===== config.mk =====
export PLATFORM = sky130hd
export DESIGN_NAME = pac_life_ctrl
export DESIGN_NICKNAME = d
export VERILOG_FILES = /design/src/rtl/pac_pkg.sv /design/src/rtl/pac_tick_timer.sv /design/src/rtl/pac_life_ctrl.sv
export SDC_FILE = /design/constraint.sdc
export NUM_CORES = 1
export LEC_CHECK = 0
export BUFFER_PORTS_ARGS = -buffer_cell sky130_fd_sc_hd__buf_2
export CORE_MARGIN = 3
export CORE_UTILIZATION = 45
export DETAILED_ROUTE_END_ITERATION = 8
export PLACE_DENSITY = 0.69
export SLEW_MARGIN = 20
export SYNTH_ARGS = -nofsm -noshare
export SYNTH_HDL_FRONTEND = slang
export SYNTH_SLANG_ARGS = --single-unit
export TNS_END_PERCENT = 10

===== constraint.sdc =====
create_clock -name clk_i -period 1.76 [get_ports clk_i]
set_input_delay 0.088 -clock clk_i [delete_from_list [all_inputs] [get_ports clk_i]]
set_output_delay 0.088 -clock clk_i [all_outputs]
set_load 0.005 [all_outputs]

===== src/rtl/pac_pkg.sv =====
// Shared definitions for the Pac-Man game blocks: life/death FSM encoding and frame-count
// defaults used by the life controller, movement and VGA logic.
package pac_pkg;

   typedef enum logic [2:0] {
      StIdle  = 3'd0,
      StReady = 3'd1,
      StPlay  = 3'd2,
      StDying = 3'd3,
      StOver  = 3'd4
   } pac_state_e;

   localparam int unsigned LivesInitDef     = 3;
   localparam int unsigned LivesWDef        = 3;
   localparam int unsigned CrashFramesDef   = 2;
   localparam int unsigned DeathFramesDef   = 90;
   localparam int unsigned RespawnFramesDef = 60;
   localparam int unsigned AnimW            = 7;

   // Timer load value so that expiry lands on the frames-th tick after loading.
   function automatic logic [AnimW-1:0] frames_to_load(input int unsigned frames);
      return AnimW'(frames - 1);
   endfunction

endpackage


===== src/rtl/pac_tick_timer.sv =====
// Loadable down-counter that only advances on the frame tick; expire_o flags the tick that
// arrives while the count is already zero.
module pac_tick_timer #(
   parameter int unsigned W = 7
) (
   input  logic         clk_i,
   input  logic         rst_ni,
   input  logic         tick_i,
   input  logic         load_i,
   input  logic [W-1:0] load_val_i,
   output logic [W-1:0] count_o,
   output logic         expire_o
);

   logic [W-1:0] count_q, count_d;

   always_comb begin
      count_d = count_q;
      if (load_i) begin
         count_d = load_val_i;
      end else if (tick_i && (count_q != '0)) begin
         count_d = count_q - 1'b1;
      end
   end

   always_ff @(posedge clk_i or negedge rst_ni) begin
      if (!rst_ni) begin
         count_q <= '0;
      end else begin
         count_q <= count_d;
      end
   end

   assign count_o  = count_q;
   assign expire_o = tick_i & (count_q == '0);

endmodule


===== src/rtl/pac_life_ctrl.sv =====
// Pac-Man life/death controller: crash filtering, death animation, respawn and game over.
// Define PAC_POWER_PELLET_EN to add frightened_i / ghost_eaten_o (crash eats the ghost instead).
module pac_life_ctrl
   import pac_pkg::*;
#(
   parameter int unsigned LIVES_INIT     = LivesInitDef,
   parameter int unsigned LW             = LivesWDef,
   parameter int unsigned CRASH_FRAMES   = CrashFramesDef,
   parameter int unsigned DEATH_FRAMES   = DeathFramesDef,
   parameter int unsigned RESPAWN_FRAMES = RespawnFramesDef
) (
   input  logic             clk_i,
   input  logic             rst_ni,
   input  logic             tick_i,
   input  logic             crash_i,
   input  logic             start_i,
`ifdef PAC_POWER_PELLET_EN
   input  logic             frightened_i,
   output logic             ghost_eaten_o,
`endif
   output logic             freeze_o,
   output logic             respawn_o,
   output logic             dying_o,
   output logic [AnimW-1:0] anim_frame_o,
   output logic [LW-1:0]    lives_o,
   output logic             game_over_o
);

   localparam int unsigned CntW = $clog2(CRASH_FRAMES + 1);

   pac_state_e       state_q, state_d;
   logic [LW-1:0]    lives_q, lives_d;
   logic [CntW-1:0]  crash_cnt_q, crash_cnt_d;
   logic             respawn_q, respawn_d;
   logic             start_q;
   logic             start_rise;
   logic             crash_qual;
   logic             kill;
   logic             count_block;
   logic             timer_load;
   logic [AnimW-1:0] timer_val;
   logic [AnimW-1:0] timer_count;
   logic             timer_expire;

   assign start_rise = start_i & ~start_q;

`ifdef PAC_POWER_PELLET_EN
   logic hold_q, hold_d;
   logic eaten_q, eaten_d;

   assign count_block   = hold_q;
   assign kill          = crash_qual & ~frightened_i;
   assign ghost_eaten_o = eaten_q;

   // After an eat, counting stays suspended until a tick sees crash low again.
   always_comb begin
      hold_d  = hold_q;
      eaten_d = 1'b0;
      if (state_q != StPlay) begin
         hold_d = 1'b0;
      end else if (tick_i && !crash_i) begin
         hold_d = 1'b0;
      end else if (crash_qual && frightened_i) begin
         hold_d  = 1'b1;
         eaten_d = 1'b1;
      end
   end

   always_ff @(posedge clk_i or negedge rst_ni) begin
      if (!rst_ni) begin
         hold_q  <= 1'b0;
         eaten_q <= 1'b0;
      end else begin
         hold_q  <= hold_d;
         eaten_q <= eaten_d;
      end
   end
`else
   assign count_block = 1'b0;
   assign kill        = crash_qual;
`endif

   always_comb begin
      state_d     = state_q;
      lives_d     = lives_q;
      crash_cnt_d = crash_cnt_q;
      respawn_d   = 1'b0;
      crash_qual  = 1'b0;
      timer_load  = 1'b0;
      timer_val   = frames_to_load(RESPAWN_FRAMES);

      case (state_q)
         StIdle, StOver: begin
            if (start_rise) begin
               state_d    = StReady;
               lives_d    = LW'(LIVES_INIT);
               respawn_d  = 1'b1;
               timer_load = 1'b1;
            end
         end
         StReady: begin
            if (timer_expire) begin
               state_d     = StPlay;
               crash_cnt_d = '0;
            end
         end
         StPlay: begin
            if (tick_i) begin
               if (!crash_i) begin
                  crash_cnt_d = '0;
               end else if (!count_block) begin
                  if (crash_cnt_q == CntW'(CRASH_FRAMES - 1)) begin
                     crash_qual  = 1'b1;
                     crash_cnt_d = '0;
                  end else begin
                     crash_cnt_d = crash_cnt_q + 1'b1;
                  end
               end
            end
            if (kill) begin
               state_d    = StDying;
               lives_d    = (lives_q == '0) ? '0 : lives_q - 1'b1;
               timer_load = 1'b1;
               timer_val  = frames_to_load(DEATH_FRAMES);
            end
         end
         StDying: begin
            if (timer_expire) begin
               if (lives_q == '0) begin
                  state_d = StOver;
               end else begin
                  state_d    = StReady;
                  respawn_d  = 1'b1;
                  timer_load = 1'b1;
               end
            end
         end
         default: begin
            state_d = StIdle;
         end
      endcase
   end

   always_ff @(posedge clk_i or negedge rst_ni) begin
      if (!rst_ni) begin
         state_q     <= StIdle;
         lives_q     <= LW'(LIVES_INIT);
         crash_cnt_q <= '0;
         respawn_q   <= 1'b0;
         start_q     <= 1'b1;
      end else begin
         state_q     <= state_d;
         lives_q     <= lives_d;
         crash_cnt_q <= crash_cnt_d;
         respawn_q   <= respawn_d;
         start_q     <= start_i;
      end
   end

   pac_tick_timer #(
      .W (AnimW)
   ) u_timer (
      .clk_i      (clk_i),
      .rst_ni     (rst_ni),
      .tick_i     (tick_i),
      .load_i     (timer_load),
      .load_val_i (timer_val),
      .count_o    (timer_count),
      .expire_o   (timer_expire)
   );

   assign freeze_o     = (state_q != StPlay);
   assign respawn_o    = respawn_q;
   assign dying_o      = (state_q == StDying);
   assign anim_frame_o = dying_o ? (AnimW'(DEATH_FRAMES - 1) - timer_count) : '0;
   assign lives_o      = lives_q;
   assign game_over_o  = (state_q == StOver);

endmodule


==> results of run 1 <==
==> cell families after synthesis <==
group                    synth area share
multiplexers                       0.0103
XOR/XNOR                           0.0560
buffers and inverters              0.0549
AND/OR/NAND/NOR                     0.266
adder cells (fa/ha/maj)            0.0457
AO/OA/AOI/OAI                       0.175
flip-flops                          0.392
==> area by class of cell <==
type	count	area (sq um)
Tap cell	28	35.0
Inverter	9	33.8
Sequential cell	17	429
Timing Repair Buffer	40	268
Clock buffer	4	26.3
Fill cell	187	825
Multi-Input combinational cell	89	638
==> flip-flops by register name, indices dropped and copies added, names as in the netlist <==
register,flops
crash_cnt_q,2
lives_o,3
respawn_o,1
start_q,1
state_q,3
u_timer.count_o,7
==> per-layer routing <==
metal / share of wire / wire, microns
met5: 0 / 0
met4: 0.014 / 36
met3: 0.040 / 100
met2: 0.46 / 1170
met1: 0.48 / 1220
==> cells in the mapped netlist, drive strengths merged <==
master / number / area, sq um
nor2: 16 / 60.1
a211oi: 4 / 30.0
nand2b: 1 / 6.26
or3: 1 / 7.51
nor3: 3 / 20.0
inv: 9 / 33.8
nand2: 4 / 15.0
o21a: 2 / 15.0
and3: 3 / 18.8
nand3b: 3 / 22.5
nor4: 2 / 27.5
buf: 2 / 22.5
dfrtp: 14 / 350
a41oi: 1 / 8.76
o21ba: 1 / 10.0
nor4b: 1 / 8.76
and2: 3 / 20.0
a2bb2oi: 1 / 8.76
nand4b: 1 / 8.76
clkbuf: 1 / 3.75
or2: 2 / 12.5
nor3b: 2 / 15.0
nor2b: 2 / 12.5
a21o: 1 / 8.76
o31ai: 1 / 7.51
xnor2: 6 / 52.6
o41a: 1 / 11.3
dfstp: 3 / 78.8
a21oi: 5 / 25.0
a311o: 1 / 10.0
nand4: 1 / 6.26
or3b: 1 / 8.76
a21boi: 2 / 15.0
o22ai: 1 / 6.26
ha: 4 / 50.1
nand3: 2 / 10.0
or4: 1 / 11.3
xor2: 1 / 8.76
mux2: 1 / 11.3
o21ai: 7 / 35.0
==> final timing paths <==
kind | start | endpoint | depth (start not counted)
max | u_timer.count_o[5]$_DFFE_PN0P_ | u_timer.count_o[6]$_DFFE_PN0P_ | 4
min | tick_i | state_q[2]$_DFFE_PN0P_ | 3
max reg2reg | u_timer.count_o[5]$_DFFE_PN0P_ | u_timer.count_o[6]$_DFFE_PN0P_ | 4
min reg2reg | crash_cnt_q[1]$_DFFE_PN0P_ | crash_cnt_q[1]$_DFFE_PN0P_ | 1
max in group asynchronous | rst_ni | start_q$_DFF_PN1_ | 2
min in group asynchronous | rst_ni | u_timer.count_o[0]$_DFFE_PN0P_ | 2
==> power by group through the flow <==
stage	sequential [mW]	combinational, mW	clock [mW]
floorplan	0.570	0.656	0
global placement	0.555	1.08	0
detailed placement	0.559	1.10	0
CTS	0.551	1.11	0.218
global route	0.570	1.31	0.232
finish	0.554	1.17	0.209
==> worst max-delay path, cell delays in order, from the launching register on <==
cell and delay [ns]:
dfrtp_1 0.40, or4_4 0.56, nor4_4 0.23, nor3_2 0.12, a311o_1 0.36
==> repair_timing <==
item / in CTS / in global routing
setup endpoints to repair: 4 / 9
resized for setup: 2 / 9
buffers inserted: 0 / 0
hold buffers: 2 / 0
endpoints found under the hold margin: 15 / 0
pin swaps: 0 / 3
==> impl_metrics.toml, run 1 <==
[power]
intPower_mw = 1.19
power_density_nw_per_um2 = 1350
p_sw_frac = 0.384
leakagePower_nw = 0.678
power_frac_seq = 0.287
ir_worst_vdd_mv = 0.895
comb_power_share = 0.605
p_switching_mw = 0.742
power.total_mw = 1.93
p_clk_frac = 0.108

[grt]
track_usage = 0.177
grt_pass1_vias = 1008
grt_overflow = 0
grt_max_degree = 18
met3_usage = 0.0444
met2_usage = 0.296
grt_pass1_wl_microns = 4490
busiest_layer = "met2"
grt_use_met1 = 0.232
grt_antenna_before_repair = 0

[floorplan]
dieWidth_microns = 55.3
start_util = 0.486
die_y_microns = 55.3
dieArea_sq_um = 3060
io_pins = 19
coreArea_sq_um = 2250
fp-row-count = 17

[layout]
fin_nets = 169
syn_to_final_growth_pct = 30.6
n_antenna_cell = 0
fin_area_sq_um = 1430
final_cells = 187
layout_common_cells = "buf_2 (18), buf_4 (18), nor2_1 (16)"
layout-drive-gt1-share = 0.384
utilization = 0.634

[detailed_routing]
first_pass_iters = 5
via_count = 997
wl_per_cell_microns = 13.5
remaining_drc_errors = 0
routed_wl_microns = 2520
routed_via_density = 5.33
drtIter0Drc = 22
detail-route-antenna-nets = 0

[clock_network]
cts_tree = "done"
cts_buffer_depth = 2
clk_pin_slew_ns = 0.10
cts_buffers = 3
cts.sinks = 17
root_buffer = "clkbuf_4"
cts.htree.levels = 1
insertion_delay_ns = 0.29

[timing]
period_share = 1.00
setup-violations-final = 1
max_freq_ghz = 0.567
clock_skew_ns = 0.00827
setup_tns_ns = -0.00363
finalHoldViolCount = 0
rsz0062_at_grt = "yes"
fin_ws_ns = -0.00363
min_period_ns = 1.76
max_slew.worst_pin.slew_ns = 0.390
maxSlewHeadroom = 0.740
whs_ns = 0.177
drv_slew = 0

[flow_run]
maxCapViolCount = 0

[logic_synthesis]
ys_seq_area_frac = 0.392
yosysWarnings = 0
syn_area_per_cell_sq_um = 9.28
synthCells = 118
syn_area_sq_um = 1090
synthesis.nets = 127
yosysUniqueCellTypes = 44
ys_seq_elements = 17

[placed_design]
port_buffers = 18
hpwl_microns = 1960
pre_cts_ws_ns = -0.0177
placedInstanceArea_sq_um = 1350
place_inst = 181
gp_congestion = 0.809

[critical_path]
cp_max_fo = 4
r2r_slack_ns = -0.004
critPathLaunchType = "register"
cp_data_required_time_ns = 1.94
critPathKind = "reg -> reg"
cp-end-kind = "register"
arrival_ns = 1.94

[run_status]
status = "finished with violations"
violations = "negative setup slack"

[min_path]
hold_path.class = "in -> reg"
Note: power is estimated with default switching activity, not from simulation.
==> run 2: changes to the inputs <==
--- a/config.mk
+++ b/config.mk
@@ -9,7 +9,7 @@
 export CORE_MARGIN = 3
 export CORE_UTILIZATION = 45
 export DETAILED_ROUTE_END_ITERATION = 8
-export PLACE_DENSITY = 0.69
+export PLACE_DENSITY = 0.66
 export SLEW_MARGIN = 20
 export SYNTH_ARGS = -nofsm -noshare
 export SYNTH_HDL_FRONTEND = slang
==> run 2 against run 1 <==
Effect of this change:
- sequential power about the same
- die area is the same
- cell count rose by 2.1%
- the flow still finishes with violations (negative setup slack)
- largest cell class unchanged
- clock skew grew 0.0014 ns
- critical path depth did not move
- cell area increased by 3.8%
- highest routed layer unchanged
- sequential share of layout area fell by 1.1 points
- register-to-register slack is essentially flat
==> impl_metrics.toml, run 2 (same netlist as run 1, synthesis figures left out) <==
[run_status]
status = "finished with violations"
violations = "negative setup slack"

[critical_path]
cp-endpoint = "u_timer.count_o[6]$_DFFE_PN0P_"
cp-end-kind = "register"
critPathLaunchType = "register"
critPathBufInv = 0
r2r_slack_ns = -0.01
ff2ff_path_depth = 4
critical_path_depth = 4
worstPathCellList = "or4_4 -> nor4_4 -> nor3_2 -> a311o_1"
cp-startpoint = "u_timer.count_o[2]$_DFFE_PN0P_"
cp_top_family = "simple AND/OR/NAND/NOR gates"
cp_max_fo = 4
critPathKind = "reg -> reg"
r2r-start = "u_timer.count_o[2]$_DFFE_PN0P_"
r2r-end = "u_timer.count_o[6]$_DFFE_PN0P_"
crit_path_max_incr_delay_ns = 0.55
arrival_ns = 1.97
cp_slowest_cell = "or4_4"
cp_data_required_time_ns = 1.96

[layout]
layout_commonest_cell = "buf_4"
fin_nets = 173
n_antenna_cell = 0
syn_to_final_growth_pct = 35.5
layout_common_cells = "buf_4 (22), buf_2 (18), nor2_1 (16)"
utilization = 0.658
layout-drive-gt1-share = 0.417
fin_area_sq_um = 1480
largest_register_ff_count = 7
final_cells = 191

[timing]
setup_tns_ns = -0.0179
maxSlewHeadroom = 0.739
rsz0062_at_grt = "yes"
min_period_ns = 1.77
fin_ws_ns = -0.0141
whs_ns = 0.153
drv_slew = 0
setup-violations-final = 2
max_slew.worst_pin.slew_ns = 0.392
clock_skew_ns = 0.00971
max_freq_ghz = 0.564
period_share = 1.01
finalHoldViolCount = 0

[power]
leakagePower_nw = 0.699
power_density_nw_per_um2 = 1390
power.total_mw = 2.06
ir_worst_vdd_mv = 1.34

[placed_design]
port_buffers = 18
pre_cts_ws_ns = 0.0178
place_inst = 183
gp_congestion = 0.843
hpwl_microns = 2040
placedInstanceArea_sq_um = 1370

[clock_network]
insertion_delay_ns = 0.30
clk_pin_slew_ns = 0.11
cts.sinks = 17
root_buffer = "clkbuf_4"
cts.htree.levels = 1
cts_buffer_depth = 2
cts_buffers = 3
cts_tree = "done"

[grt]
grt_pass1_vias = 1003
grt_overflow = 0
grt_max_degree = 18
grt_antenna_before_repair = 0
grt_pass1_wl_microns = 4730
track_usage = 0.195

[floorplan]
die_y_microns = 55.3
dieArea_sq_um = 3060
io_pins = 19
start_util = 0.486
dieWidth_microns = 55.3
coreArea_sq_um = 2250
fp-row-count = 17

[detailed_routing]
drtIter0Drc = 14
routed_via_density = 5.41
wl_per_cell_microns = 14.4
first_pass_iters = 4
remaining_drc_errors = 0
routed_wl_microns = 2740
via_count = 1033
detail-route-antenna-nets = 0

[flow_run]
maxCapViolCount = 0

[min_path]
hold_path.class = "in -> reg"
min_path_cells = 3
## run 2: how the worst min path moves through the flow
stage	startpoint	end	slack [ns]
finish	tick_i	state_q[2]$_DFFE_PN0P_	0.15
global route	tick_i	state_q[2]$_DFFE_PN0P_	0.19
CTS	tick_i	state_q[2]$_DFFE_PN0P_	0.15
detailed placement	rst_ni	u_timer.count_o[0]$_DFFE_PN0P_	0.04
global placement	rst_ni	u_timer.count_o[0]$_DFFE_PN0P_	0.03
floorplan	rst_ni	crash_cnt_q[0]$_DFFE_PN0P_	-0.21
## run 2: tightest hold or removal path: cells and delay by family
| family | cells | cell delay [ns] |
|---|---|---|
| simple gates | 1 | 0.09 |
| compound gates | 1 | 0.09 |
| buf+inv | 1 | 0.14 |
## run 2: cell type report
| cell class | count | area [sq um] |
|---|---|---|
| clock buffer | 4 | 26.3 |
| inverter | 9 | 36.3 |
| tap | 28 | 35.0 |
| multi-input combinational | 89 | 659 |
| timing repair buffer | 44 | 298 |
| fill | 187 | 771 |
| sequential | 17 | 429 |
## run 2: layer usage
layer | share of wire | wire length (microns) | track usage
met1 | 0.46 | 1270 | 0.266
met5 | 0 | 0 | 0
met2 | 0.49 | 1330 | 0.321
met4 | 0.0055 | 15 | 0.0625
met3 | 0.046 | 126 | 0.0210
## run 2: power by group
part / switching (mW) / total (mW) / internal (mW) / leakage (nW)
Sequential: 0.0663 / 0.555 / 0.489 / 0.198
Combinational: 0.623 / 1.29 / 0.665 / 0.486
Clock: 0.131 / 0.219 / 0.0883 / 0.0150
Total: 0.820 / 2.06 / 1.24 / 0.699
## run 2: timing repair
item,4_1_cts,5_1_grt
hold endpoints to repair,15,0
hold buffers,2,0
buffers inserted,2,1
endpoints found under the setup margin,2,11
gates resized for setup,8,10
pin swaps,2,0
==> run 3: changes to the inputs <==
--- a/config.mk
+++ b/config.mk
@@ -9,7 +9,8 @@
 export CORE_MARGIN = 3
 export CORE_UTILIZATION = 45
 export DETAILED_ROUTE_END_ITERATION = 8
-export PLACE_DENSITY = 0.66
+export PLACE_DENSITY = 0.68
+export SKIP_CTS_REPAIR_TIMING = 1
 export SLEW_MARGIN = 20
 export SYNTH_ARGS = -nofsm -noshare
 export SYNTH_HDL_FRONTEND = slang
==> run 3 against run 2 <==
Effect of this change:
- the run still ends with negative setup slack left
- via count is 4.8% lower
- cell count is 2.1% lower
- worst hold slack better by 0.0088 ns
- fmax is 0.70% higher
- non-clock buffer count is 4 lower
- critical path depth stayed put
- combinational power is 12% lower
- sequential power hardly changed
- utilization is 3.2 points lower
- routed wire length is 11% lower
- register-to-register slack hardly changed
- clock-buffer cell count stayed put
==> impl_metrics.toml, run 3 (same netlist as run 1, synthesis figures left out) <==
[clock_network]
clk_pin_slew_ns = 0.09
cts.sinks = 17
cts_tree = "done"
root_buffer = "clkbuf_4"
cts.htree.levels = 1
cts_buffers = 3
cts_buffer_depth = 2
insertion_delay_ns = 0.29

[critical_path]
critPathLaunchType = "register"
critPathKind = "reg -> reg"
cp_max_fo = 3
cp-end-kind = "register"
arrival_ns = 1.95
cp_data_required_time_ns = 1.94

[timing]
drv_slew = 0
rsz0062_at_grt = "yes"
maxSlewHeadroom = 0.751
max_freq_ghz = 0.568
period_share = 1.00
finalHoldViolCount = 0
max_slew.worst_pin.slew_ns = 0.373
min_period_ns = 1.76
clock_skew_ns = 0.00768
fin_ws_ns = -0.00181
setup-violations-final = 1

[detailed_routing]
drtIter0Drc = 27
first_pass_iters = 4
detail-route-antenna-nets = 0
routed.top_layer = "met4"
wl_met2_microns = 1140
routed-wl-met3_microns = 110
wl_per_cell_microns = 13.0
via_count = 983
met1_length_microns = 1150
routed_via_density = 5.26
remaining_drc_errors = 0
routed_wl_microns = 2430

[placed_design]
port_buffers = 18
pre_cts_ws_ns = 0.00389
placedInstanceArea_sq_um = 1350
gp_congestion = 0.849
place_inst = 181
hpwl_microns = 1950

[floorplan]
coreArea_sq_um = 2250
dieArea_sq_um = 3060
io_pins = 19
start_util = 0.486
dieWidth_microns = 55.3
fp-row-count = 17
die_y_microns = 55.3

[grt]
grt_pass1_wl_microns = 4260
grt_overflow = 0
grt_max_degree = 18
grt_antenna_before_repair = 0
grt_pass1_vias = 940
track_usage = 0.171

[min_path]
hold_path.class = "in -> reg"

[flow_run]
maxCapViolCount = 0

[layout]
largest_register_ff_count = 7
nFillCells = 203
layout_common_cells = "buf_4 (20), buf_2 (18), nor2_1 (16)"
layout-drive-gt1-share = 0.371
fin_area_sq_um = 1410
regArea_sq_um = 429
n_antenna_cell = 0
layout_commonest_cell = "buf_4"
syn_to_final_growth_pct = 29.0
fin_nets = 169
multi_input_area_sq_um = 628
final_cells = 187

[run_status]
violations = "negative setup slack"
status = "finished with violations"

[power]
leakagePower_nw = 0.668
power_density_nw_per_um2 = 1340
ir_worst_vdd_mv = 0.932
run 3: cell types whose count changed in the layout (fill, tap and decap cells not counted), sizes merged:
cell,before,now
buf,42,38
run 3: stage by stage:
stage | total power [mW] | util | hold slack, ns | setup TNS (ns)
after floorplan | 1.23 | - | -0.208 | -0.0564
after global placement | 1.63 | 0.599 | 0.0300 | -0.0239
after detailed placement | 1.66 | 0.599 | 0.0333 | 0
after CTS | 1.88 | 0.610 | -0.298 | -0.120
after global routing | 2.06 | 0.627 | 0.178 | -0.431
final | 1.89 | 0.627 | 0.162 | -0.00181
run 3: metal layers:
layer  GRT usage  vias to the layer above
met2       0.253                       24
met5           0                        -
met4      0.0521                        0
li1            -                      503
met1       0.245                      452
met3      0.0421                        4
run 3: cell type report:
type,instances,area share
tap,28,0.0248
inverter,9,0.0239
sequential,17,0.304
timing repair buffer,40,0.184
clock buffer,4,0.0186
multi-input combinational,89,0.445
run 3: report_power, final:
group          leakage [nW]  switching, mW  total [mW]  internal, mW
Sequential            0.198         0.0632       0.552         0.489
Combinational         0.455          0.550        1.13         0.583
Clock                0.0150          0.120       0.208        0.0882
Total                 0.668          0.733        1.89          1.16
run 3: final timing paths:
path                       cells past startpoint  slack (ns)                      startpoint                             end
hold / removal                                 3        0.16                          tick_i          state_q[2]$_DFFE_PN0P_
min in group asynchronous                      2        0.23                          rst_ni  u_timer.count_o[0]$_DFFE_PN0P_
setup / recovery                               4      -0.002  u_timer.count_o[5]$_DFFE_PN0P_          state_q[1]$_DFFE_PN0P_
hold reg to reg                                1        0.50          state_q[2]$_DFFE_PN0P_          state_q[0]$_DFFE_PN0P_
max in group asynchronous                      2        1.21                          rst_ni               start_q$_DFF_PN1_
setup reg to reg                               4      -0.002  u_timer.count_o[5]$_DFFE_PN0P_          state_q[1]$_DFFE_PN0P_
run 3: worst max-delay path: stages, from the launching register on:
cell	delay, ns
dfrtp_1	0.38
or4_4	0.57
or3_2	0.49
xnor2_1	0.17
nor2_1	0.05
